## config.mk

```make
export PLATFORM = sky130hd
export DESIGN_NAME = alu_exec_unit
export DESIGN_NICKNAME = d
export VERILOG_FILES = /design/src/rtl/alu_exec_unit.sv
export SDC_FILE = /design/constraint.sdc
export NUM_CORES = 1
export LEC_CHECK = 0
export CORE_MARGIN = 2
export CORE_UTILIZATION = 60
export CTS_CLUSTER_SIZE = 10
export DETAILED_ROUTE_END_ITERATION = 12
export GPL_ROUTABILITY_DRIVEN = 0
export HOLD_SLACK_MARGIN = 0.1
export PLACE_DENSITY = 0.84
export SYNTH_ARGS = -nofsm -noshare
export SYNTH_HDL_FRONTEND = slang
export SYNTH_SLANG_ARGS = --single-unit
```

## constraint.sdc

```tcl
create_clock -name clk -period 6.45 [get_ports clk]
set_input_delay 1.29 -clock clk [delete_from_list [all_inputs] [get_ports clk]]
set_output_delay 1.29 -clock clk [all_outputs]
set_load 0.01 [all_outputs]
```

## src/rtl/alu_exec_unit.sv

```systemverilog
`default_nettype none
// ============================================================================
// Module      : alu_exec_unit
// Description : Execute-stage ALU. Logic, arithmetic and compare ops finish in
//               one cycle. Shifts run iteratively, SHIFT_STEP bits per cycle.
// Revision    : 1.0 - initial release
// ============================================================================
module alu_exec_unit #(
    parameter int WIDTH      = 32,
    parameter int SHIFT_STEP = 1
) (
    input  logic             clk,
    input  logic             reset_n,
    input  logic             in_valid,
    output logic             in_ready,
    input  logic [3:0]       alu_ctrl,
    input  logic [1:0]       equal_comp,
    input  logic [WIDTH-1:0] op_a,
    input  logic [WIDTH-1:0] op_b,
    output logic             out_valid,
    input  logic             out_ready,
    output logic [WIDTH-1:0] result,
    output logic             zero,
    output logic             branch_taken,
    output logic             illegal_op
);

    localparam int SHW  = $clog2(WIDTH);
    localparam int SHW1 = SHW + 1;
    localparam logic [SHW1-1:0] c_STEP = SHW1'(SHIFT_STEP);

    localparam logic [3:0] c_AND  = 4'b0000;
    localparam logic [3:0] c_OR   = 4'b0001;
    localparam logic [3:0] c_ADD  = 4'b0010;
    localparam logic [3:0] c_XOR  = 4'b0011;
    localparam logic [3:0] c_SLL  = 4'b0100;
    localparam logic [3:0] c_SLT  = 4'b0101;
    localparam logic [3:0] c_SUB  = 4'b0110;
    localparam logic [3:0] c_SLTU = 4'b0111;
    localparam logic [3:0] c_SRL  = 4'b1000;
    localparam logic [3:0] c_SRA  = 4'b1001;

    typedef enum logic [1:0] {
        S_IDLE  = 2'd0,
        S_SHIFT = 2'd1,
        S_DONE  = 2'd2
    } state_t;

    state_t           r_state;
    logic [3:0]       r_ctrl;
    logic [1:0]       r_eq;
    logic [WIDTH-1:0] r_work;
    logic [SHW1-1:0]  r_rem;

    logic [SHW1-1:0]  w_shamt;
    logic             w_is_shift;
    logic             w_illegal;
    logic [WIDTH-1:0] w_alu;
    logic [SHW1-1:0]  w_step;
    logic [WIDTH-1:0] w_shifted;

    function automatic logic branch_of(input logic [1:0] eq, input logic z);
        branch_of = (eq == 2'b11) ? z : ((eq == 2'b10) ? !z : 1'b0);
    endfunction

    assign in_ready = (r_state == S_IDLE);

    always_comb begin
        w_shamt    = {1'b0, op_b[SHW-1:0]};
        w_is_shift = (alu_ctrl == c_SLL) || (alu_ctrl == c_SRL) || (alu_ctrl == c_SRA);
        w_illegal  = (alu_ctrl >= 4'b1010);
        w_alu      = '0;
        case (alu_ctrl)
            c_AND:  w_alu = op_a & op_b;
            c_OR:   w_alu = op_a | op_b;
            c_ADD:  w_alu = op_a + op_b;
            c_XOR:  w_alu = op_a ^ op_b;
            c_SUB:  w_alu = op_a - op_b;
            c_SLT:  w_alu = {{(WIDTH-1){1'b0}}, ($signed(op_a) < $signed(op_b))};
            c_SLTU: w_alu = {{(WIDTH-1){1'b0}}, (op_a < op_b)};
            c_SLL, c_SRL, c_SRA: w_alu = op_a;   // only reached here with shamt == 0
            default: w_alu = '0;
        endcase
    end

    // One iteration of the shifter: move by the smaller of SHIFT_STEP and what remains.
    always_comb begin
        w_step    = (r_rem < c_STEP) ? r_rem : c_STEP;
        w_shifted = r_work;
        case (r_ctrl)
            c_SLL:   w_shifted = r_work << w_step;
            c_SRL:   w_shifted = r_work >> w_step;
            c_SRA:   w_shifted = $unsigned($signed(r_work) >>> w_step);
            default: w_shifted = r_work;
        endcase
    end

    always_ff @(posedge clk or negedge reset_n) begin
        if (!reset_n) begin
            r_state      <= S_IDLE;
            r_ctrl       <= '0;
            r_eq         <= '0;
            r_work       <= '0;
            r_rem        <= '0;
            out_valid    <= 1'b0;
            result       <= '0;
            zero         <= 1'b0;
            branch_taken <= 1'b0;
            illegal_op   <= 1'b0;
        end else begin
            case (r_state)
                S_IDLE: begin
                    if (in_valid) begin
                        r_ctrl <= alu_ctrl;
                        r_eq   <= equal_comp;
                        if (w_is_shift && (w_shamt != '0)) begin
                            r_work  <= op_a;
                            r_rem   <= w_shamt;
                            r_state <= S_SHIFT;
                        end else begin
                            result       <= w_alu;
                            zero         <= (w_alu == '0);
                            branch_taken <= w_illegal ? 1'b0 : branch_of(equal_comp, (w_alu == '0));
                            illegal_op   <= w_illegal;
                            out_valid    <= 1'b1;
                            r_state      <= S_DONE;
                        end
                    end
                end
                S_SHIFT: begin
                    r_work <= w_shifted;
                    r_rem  <= r_rem - w_step;
                    if (r_rem == w_step) begin
                        result       <= w_shifted;
                        zero         <= (w_shifted == '0);
                        branch_taken <= branch_of(r_eq, (w_shifted == '0));
                        illegal_op   <= 1'b0;
                        out_valid    <= 1'b1;
                        r_state      <= S_DONE;
                    end
                end
                S_DONE: begin
                    if (out_ready) begin
                        out_valid <= 1'b0;
                        r_state   <= S_IDLE;
                    end
                end
                default: r_state <= S_IDLE;
            endcase
        end
    end

endmodule
`default_nettype wire

```

-- Yosys cells after proc, flatten, opt, wreduce, memory -nomap -nowiden
Cells that the tools add are included.
- register bits: 82
- bits of input ports: 74
- output and inout bits: 37
- logic and storage cells: 105
- add/subtract/negate cells: 3
- magnitude comparators: 4
- equal/unequal tests: 24
- shift operators: 3
- mux-type cells: 40
- bitwise logic cells: 3
- reduce and logical (&&, ||, !) cells: 18
- operators with widths (cell ; number):
    $pmux W32 S8 ; 1
    $mux W32 ; 5
    $pmux W32 S2 ; 2
    $pmux W32 S3 ; 1
    $logic_not A32 Y1 ; 2
    $lt A32 B32 Y1 ; 2
    $add A32 B32 Y32 ; 1
    $and A32 B32 Y32 ; 1
    $or A32 B32 Y32 ; 1
    $shl A32 B6 Y32 ; 1
    $shr A32 B6 Y32 ; 1
    $sshr A32 B6 Y32 ; 1
    $sub A32 B32 Y32 ; 1
    $xor A32 B32 Y32 ; 1
    $eq A4 B3 Y1 const B ; 5
    $mux W1 ; 18
    $mux W6 ; 3
    $eq A4 B4 Y1 const B ; 4
    $pmux W6 S2 ; 1
    $eq A2 B2 Y1 const B ; 5
    $eq A4 B2 Y1 const B ; 2
    $mux W2 ; 4
    $ne A2 B2 Y1 const B ; 4
    $eq A6 B6 Y1 ; 1
    other kinds (22) ; 27

-- Depth between registers and ports, before layout
Gate-level depths: netlist (run 1).
- depth after elaboration: 11
- gate-level depth with buffers: 16
- mapped depth without buffers: 16

-- Worst setup path before layout (run 1)
OpenSTA, ideal clock, no wires.
- path kind: input -> register
- from: input port op_a[15]
- to: register branch_taken
- setup time: 124 ps
- data arrival time: 4618 ps
- required time: 6326 ps
- setup slack: 1709 ps
- stages on the path: 15
- buffers on the path: 1
- cells stage by stage: inv_1 ha_1 buf_6 or4_4 or4b_4 a211oi_2 nor3_2 o21a_4 a221oi_2 o32ai_1 nor4_1 nand4_1 and4bb_1 nand4_1 nor3b_2
- word-level cells in the longest chain between the ends: 10
- elaborated cells on any way between the ends: 16
- those cells by class: add/sub: 2; order compare: 2; mux: 7; bitwise: 3; reduce/logical: 2
- ends and longest elaborated chain (what ; line ; source):
    from (decl) ; 18 ; input logic [WIDTH-1:0] op_a,
    $sub A32 B32 Y32 (tied with other cells) ; 78 ; c_SUB: w_alu = op_a - op_b;
    $pmux W32 S8 * ; 73 ; case (alu_ctrl)
    $logic_not A32 Y1 * ; 123 ; branch_taken <= w_illegal ? 1'b0 : branch_of(equal_comp, (w_alu == '0));
    $logic_not A1 Y1 ; 63 ; branch_of = (eq == 2'b11) ? z : ((eq == 2'b10) ? !z : 1'b0);
    $mux W1 ; 63 ;
    $mux W1 * ; 63 ;
    $mux W1 * ; 123 ;
    $mux W1 * ; 116 ; if (w_is_shift && (w_shamt != '0)) begin
    $mux W1 * ; 113 ; if (in_valid) begin
    $pmux W1 S2 * ; 111 ; case (r_state)
    to (signal assigned) ; 123 ;
    to (signal assigned) ; 136 ; branch_taken <= branch_of(r_eq, (w_shifted == '0));
    to (decl) ; 24 ; output logic branch_taken,
Every way passes the cells marked *; elsewhere a longest branch is shown, timed or not. The select of a mux whose other input is x is not followed.
A chain may end at the register's enable or synchronous reset.

-- Final worst setup path (run 1)
- from: input port op_a[14]
- to: register branch_taken
Same word-level chain as after synthesis.

==> results of run 1 <==
[final cells by class]
type | instances | share of cell area [%]
sequential | 82 | 17.4
clock buffer | 10 | 2.03
tap | 220 | 2.33
clock inverter | 6 | 0.350
multi-input combinational | 1161 | 63.5
inverter | 102 | 3.25
timing repair buffer | 138 | 11.1
[registers in the layout, indices dropped and copies added, names as in the netlist]
| register | cells |
|---|---|
| r_state | 2 |
| result | 32 |
| r_ctrl | 4 |
| r_work | 32 |
| r_eq | 2 |
| branch_taken | 1 |
| out_valid | 1 |
| zero | 1 |
| r_rem | 6 |
| illegal_op | 1 |
[Yosys cell counts (all sizes together) (4+ instances only)]
master     n
a2111oi   10
a211o      6
a211oi    14
a21o      18
a21oi    117
a221o     16
a221oi    10
a222oi    14
a22oi     38
a31oi     14
and2      10
and3       9
buf       11
clkbuf    85
dfrtp     82
ha       101
inv      102
mux2      10
mux2i      6
nand2    171
nand2b    17
nand3     24
nand4     12
nor2     124
nor2b     19
nor3      32
nor3b     10
nor4      17
nor4b      5
o211a      4
o211ai    18
o21a       6
o21ai    186
o21ba      4
o21bai     9
o22ai      4
o311ai     6
o31ai     16
or2        9
or3        7
or4        6
xnor2      8
[routing by layer]
layer | GRT usage (%) | vias up | routed length, um
li1 | - | 5358 | -
met1 | 56.7 | 5436 | 14100
met2 | 61.0 | 1049 | 15700
met3 | 8.45 | 253 | 5630
met4 | 23.3 | 0 | 2630
met5 | 0 | - | 0
[per-stage QoR]
step	utilization, %	hold slack, ps
after CTS	70.9	483
after global routing	70.9	509
after floorplan	-	473
final	70.9	477
after global placement	69.2	461
after detailed placement	69.2	469
[power groups by stage]
stage | clock (mW) | combinational, mW | sequential, mW
4_1_cts | 0.504 | 1.74 | 0.974
5_1_grt | 0.525 | 1.95 | 1.01
3_3_place_gp | 0 | 1.70 | 0.975
6_report | 0.509 | 1.80 | 0.990
3_5_place_dp | 0 | 1.73 | 0.979
2_1_floorplan | 0 | 1.03 | 0.960
[how the worst min path moves through the flow]
stage                    start    endpoint  slack, ps  depth (start not counted)
finish               result[9]   result[9]        480                          2
global route        result[28]  result[28]        510                          1
CTS                  result[9]   result[9]        480                          2
detailed placement   result[9]   result[9]        470                          2
global placement    result[29]  result[29]        460                          2
floorplan            r_work[0]   r_work[0]        470                          2
[kinds of logic (layout without fill, tap and decap cells)]
kind of cell,Yosys count,in the layout,share of synthesized area (%)
AOI/OAI and AO/OA,545,545,34.5
and+or+nand+nor,486,486,22.7
buffers and inverters,198,256,7.35
adders and majority gates,103,103,12.7
muxes,16,16,1.69
DFF,82,82,20.0
xor gates and xnor gates,11,11,0.941
[worst min-delay path, delay by kind of cell, from the launching register on]
family           cells  cell delay (ps)
flip-flops           1              340
AO/OA/AOI/OAI        1               60
AND/OR/NAND/NOR      1               50
==> out/qor.txt, run 1 <==
Place WS - 570 ps
Reg-to-Reg Start - r_ctrl[1]
Initial DRC count - 2053
Clk pwr share - 15.4%
Worst Path Arrival - 6090 ps
Crit path capture type - flip-flop
Syn-to-layout area delta - 15.2%
Sequential area share after synthesis - 20.0%
DRC Markers - 0
Path depth of the worst reg2reg path - 11
Clk buf depth - 2
Clock root buffer - clkbuf_16
Critical Path Start Type - input pin
Top cells by area, synth - dfrtp_1 20%, ha_1 12%, o21ai_0 9.0%
Grt total ovfl - 0
Critical Path Source - op_a[14]
Fin. max-slew vios - 0
CP bufs+invs - 2
CTS HTree Levels - 3
CTS sink cnt - 82
Combinational share of power - 54.6%
Critical path, cell by cell - clkdlybuf4s50_1 -> inv_1 -> ha_1 -> or4_4 -> a2111oi_0 -> nor3_2 -> o41ai_2 -> nand2_1 -> nor4b_1 -> nor3_1 -> nand3_1 -> and4bb_1 -> nand4_1 -> nor3b_2
Register-to-register path setup slack - 2660 ps
Total power - 3.30 mW
Tmin final - 5850 ps
Yosys cell types - 82
Max IR drop VDD - 0.219 mV
Syn. warnings - 0
Post-cts sizing count - 0
Core area - 16600 um^2
Initial Util - 61.5%
Post-Synthesis Cell Area - 10200 um^2
Crit-path slowest cell - a2111oi_0
Share of layout cells above drive strength 1 - 6.27%
Port Buffer Count - 110
CTS clock-pin slew for the worst setup and hold paths - 70 ps
Delay-heaviest family, CP - simple AND/OR/NAND/NOR gates
PnR worst setup slack - 600 ps
Post-Syn Area per Cell - 7.11 um^2
Top FF cell, synth - dfrtp_1
Net Sw Power - 1.56 mW
DP Wirelength - 28000 um
Asr flop ratio synth - 100%
WL per Instance - 22.2 um
Postcts setup bufs - 0
Vias in the first global route - 10.9k
Global-route wire length before repair - 58800 um
Period utilization - 90.7%
Hold buffers post-CTS - 0
Slew headroom - 9.70%
Max Freq - 171 MHz
Clock Skews - 11.0 ps
Crit path to - branch_taken
Crit path kind - input pin to flip-flop
Clock latency at the later pin of the worst-skew pair - 360 ps
Final std cells w/o fill - 1719
Die X - 135 um
Ant. Diodes - 0
WL final - 38100 um
Syn Nets - 1618
GRT Total Usage - 41.4%
Area post-placement - 11500 um^2
DR vias - 12.1k
Leak - 5.13 nW
Most common cell after layout, fill and taps aside - o21ai_0
Hold Crit Class - flip-flop to flip-flop
CP Depth - 14
Inserted Clock Buffers - 9
Status - finished clean
Area occupied by registers - 2050 um^2
R2R Path End - branch_taken
CTS tree - built
Switching part of the total power - 47.4%
Post-synthesis instance total - 1441
Yosys reg bits - 82
Worst-margin pin slew - 1350 ps
Fill cell count - 1415
Die H - 135 um
Row count - 47
Largest net degree at the start of global routing - 83
Maxcap violations - 0
Yosys top cell area share - 20.0%
Flop pwr share - 30.0%
Most frequent cells in the layout - 184 x o21ai_0, 171 x nand2_1, 124 x nor2_1
Slowest cell delay on critical path - 1030 ps
Dpl cells - 1703
Power density cells - 280 nW/um^2
Cell taking the most area after synthesis - dfrtp_1
Number of synthesized flops with an enable pin - 0
Final ANT Viol Nets - 0
Post-route cell area - 11800 um^2
Final hold violations - 0
Nets - 1671
Area occupied by multi-input gates - 7490 um^2
Int Pwr - 1.74 mW
Ports - 111
DIE AREA - 18100 um^2
Initial antenna violation count - 0
Crit-path max FO - 15
Setup-failing EPs final - 0
Routed vias/inst - 7.04
CP Data Required Time - 6690 ps
Unrepaired setup endpoints after global routing - false
First-pass DRT Iterations - 8
Final TNS setup - 0 ps
Note: power is estimated with default switching activity, not from simulation.
==> run 2, diff against run 1 <==
==> config.mk (replaced) <==
export PLATFORM = sky130hd
export DESIGN_NAME = alu_exec_unit
export DESIGN_NICKNAME = d
export VERILOG_FILES = /design/src/rtl/alu_exec_unit.sv
export SDC_FILE = /design/constraint.sdc
export NUM_CORES = 1
export LEC_CHECK = 0
export CELL_PAD_IN_SITES_DETAIL_PLACEMENT = 0
export CELL_PAD_IN_SITES_GLOBAL_PLACEMENT = 1
export CORE_MARGIN = 2
export CORE_UTILIZATION = 46
export CTS_CLUSTER_SIZE = 10
export DETAILED_ROUTE_END_ITERATION = 12
export HOLD_SLACK_MARGIN = 0.1
export PLACE_DENSITY_LB_ADDON = 0.1
export SYNTH_ARGS = -nofsm -noshare
export SYNTH_HDL_FRONTEND = slang
export SYNTH_SLANG_ARGS = --single-unit
==> run 2 against run 1 <==
Utilization is 16 points lower. Worst setup slack improved by 120 ps. Clock power up 11%. Sequential power about the same. Critical path depth is 1 higher. Largest cell class unchanged. Global-route usage is 6.5 points lower. Worst hold slack better by 2.5 ps.
==> out/qor.txt, run 2 (synthesis gave the netlist of run 1 again) <==
Status - finished clean
Crit path capture type - flip-flop
CTS HTree Levels - 3
Critical Path Start Type - input pin
Final ANT Viol Nets - 0
Die H - 153 um
CTS tree - built
Clock root buffer - clkbuf_16
Max Freq - 175 MHz
Postcts setup bufs - 0
DP Wirelength - 32800 um
Setup-failing EPs final - 0
Slew headroom - 31.6%
Routed vias/inst - 6.54
Tmin final - 5730 ps
CP Data Required Time - 6700 ps
Maxcap violations - 0
Port Buffer Count - 110
Post-Route Utilization - 54.9%
Initial antenna violation count - 0
CTS clock-pin slew for the worst setup and hold paths - 70 ps
Nets - 1684
Crit-path slowest cell - clkdlybuf4s50_1
Worst-margin pin slew - 1020 ps
WL final - 42600 um
Max IR drop VDD - 0.145 mV
Area post-placement - 11700 um^2
Global-route wire length before repair - 64300 um
Largest net degree at the start of global routing - 67
Core area - 21800 um^2
Most common cell after layout, fill and taps aside - o21ai_0
Post-cts sizing count - 0
Metal3 WL - 3730 um
Initial Util - 46.9%
Slowest cell delay on critical path - 680 ps
Hold buffers post-CTS - 0
Fin. max-slew vios - 0
Clk buf depth - 2
Biggest regs - r_work: 32 flops, result: 32 flops, r_rem: 6 flops
Unrepaired setup endpoints after global routing - false
CP bufs+invs - 2
Initial DRC count - 1519
Crit-path max FO - 12
Vias in the first global route - 10.8k
CTS sink cnt - 82
Power density cells - 282 nW/um^2
Period utilization - 88.8%
Switching part of the total power - 47.3%
Total power - 3.38 mW
Die X - 153 um
Clock latency at the later pin of the worst-skew pair - 360 ps
Clk pwr share - 16.7%
Critical path, cell by cell - clkdlybuf4s50_1 -> inv_1 -> ha_1 -> nor4_1 -> or4b_4 -> a211oi_2 -> nor3_2 -> o41ai_2 -> nand2_1 -> nor4b_1 -> nor3_1 -> nand3_1 -> and4bb_1 -> nand4_1 -> nor3b_2
Combinational share of power - 54.1%
Int Pwr - 1.78 mW
Metal1 wirelength - 18400 um
First-pass DRT Iterations - 6
Inserted Clock Buffers - 9
Row count - 54
Ports - 111
Net Sw Power - 1.60 mW
Delay-heaviest family, CP - simple AND/OR/NAND/NOR gates
Most frequent cells in the layout - 184 x o21ai_0, 171 x nand2_1, 124 x nor2_1
Leak - 5.20 nW
Crit path kind - input pin to flip-flop
WL per Instance - 23.8 um
DRC Markers - 0
Share of layout cells above drive strength 1 - 7.21%
Hold Crit Class - flip-flop to flip-flop
Final hold violations - 0
DIE AREA - 23500 um^2
DR vias - 11.7k
Top routing layer in use - met4
Grt total ovfl - 0
Met2 wire len - 18900 um
Syn-to-layout area delta - 17.1%
Clock Skews - 13.9 ps
Ant. Diodes - 0
Post-route cell area - 12000 um^2
Final TNS setup - 0 ps
Worst Path Arrival - 5970 ps
Flop pwr share - 29.2%
RePlAce Congestion - 0.995
GRT Total Usage - 35.0%
==> run 2: cell count changes in the layout (fill, tap and decap cells not counted), sizes merged <==
cell	change
buf	+14
clkinv	-4
inv	+3
bufinv	+1
clkbuf	-1
clkdlybuf4s50	-1
clkinvlp	+1
==> run 2: through the flow <==
| step | cells | hold slack (ps) | setup WS, ps |
|---|---|---|---|
| after floorplan | 1441 | 473 | 1710 |
| after global placement | 1776 | 451 | 617 |
| after detailed placement | 1776 | 466 | 492 |
| after CTS | 1792 | 483 | 833 |
| after global routing | 1792 | 505 | 503 |
| final | 1792 | 479 | 724 |
==> run 2: final cells by class <==
class                   instances  area [um^2]
well taps                     280          350
repair buffers                151         1400
clock inverters                 7         80.1
flip-flops and latches         82         2050
multi-input cells            1161         7500
fillers                      2220         9830
inverters                     102          383
clock buffers                   9          225
==> run 2: path summary, 6_finish.rpt <==
kind                            startpoint           end  slack [ps]  depth (start not counted)
worst min-delay path             result[5]     result[5]         480                          2
worst min register to register   result[5]     result[5]         480                          2
worst max-delay path              op_a[10]  branch_taken         720                         15
worst max register to register   r_ctrl[1]  branch_taken        2550                         13
min in group asynchronous          reset_n     result[7]         810                          1
max in group asynchronous          reset_n    r_work[28]        4490                          2
==> run 2: worst reg2reg max path, delay by kind of cell (launching register included) <==
family	cells	cell delay, ps
flops	1	420
compound gates	4	790
buf+inv	2	640
simple gates	6	1810
xor+xnor	1	170
==> run 2: routing by layer <==
layer	track usage, %	vias to the layer above
li1	-	5389
met1	49.5	5556
met2	55.0	673
met3	4.31	103
met4	12.3	0
met5	0	-
==> run 2: power by group through the flow <==
| stage | Combinational [mW] | Clock, mW | Sequential, mW |
|---|---|---|---|
| 6_report | 1.83 | 0.564 | 0.987 |
| 5_1_grt | 1.98 | 0.583 | 1.01 |
| 4_1_cts | 1.79 | 0.564 | 0.979 |
| 3_5_place_dp | 1.78 | 0 | 0.986 |
| 3_3_place_gp | 1.77 | 0 | 0.983 |
| 2_1_floorplan | 1.03 | 0 | 0.960 |
==> run 3, diff against run 2 <==
--- a/config.mk
+++ b/config.mk
@@ -13,6 +13,7 @@
 export DETAILED_ROUTE_END_ITERATION = 12
 export HOLD_SLACK_MARGIN = 0.1
 export PLACE_DENSITY_LB_ADDON = 0.1
+export SETUP_SLACK_MARGIN = 0.02
 export SYNTH_ARGS = -nofsm -noshare
 export SYNTH_HDL_FRONTEND = slang
 export SYNTH_SLANG_ARGS = --single-unit
==> results of run 3 <==
Same layout as run 2: the final DEF is identical, and so are final timing and power.
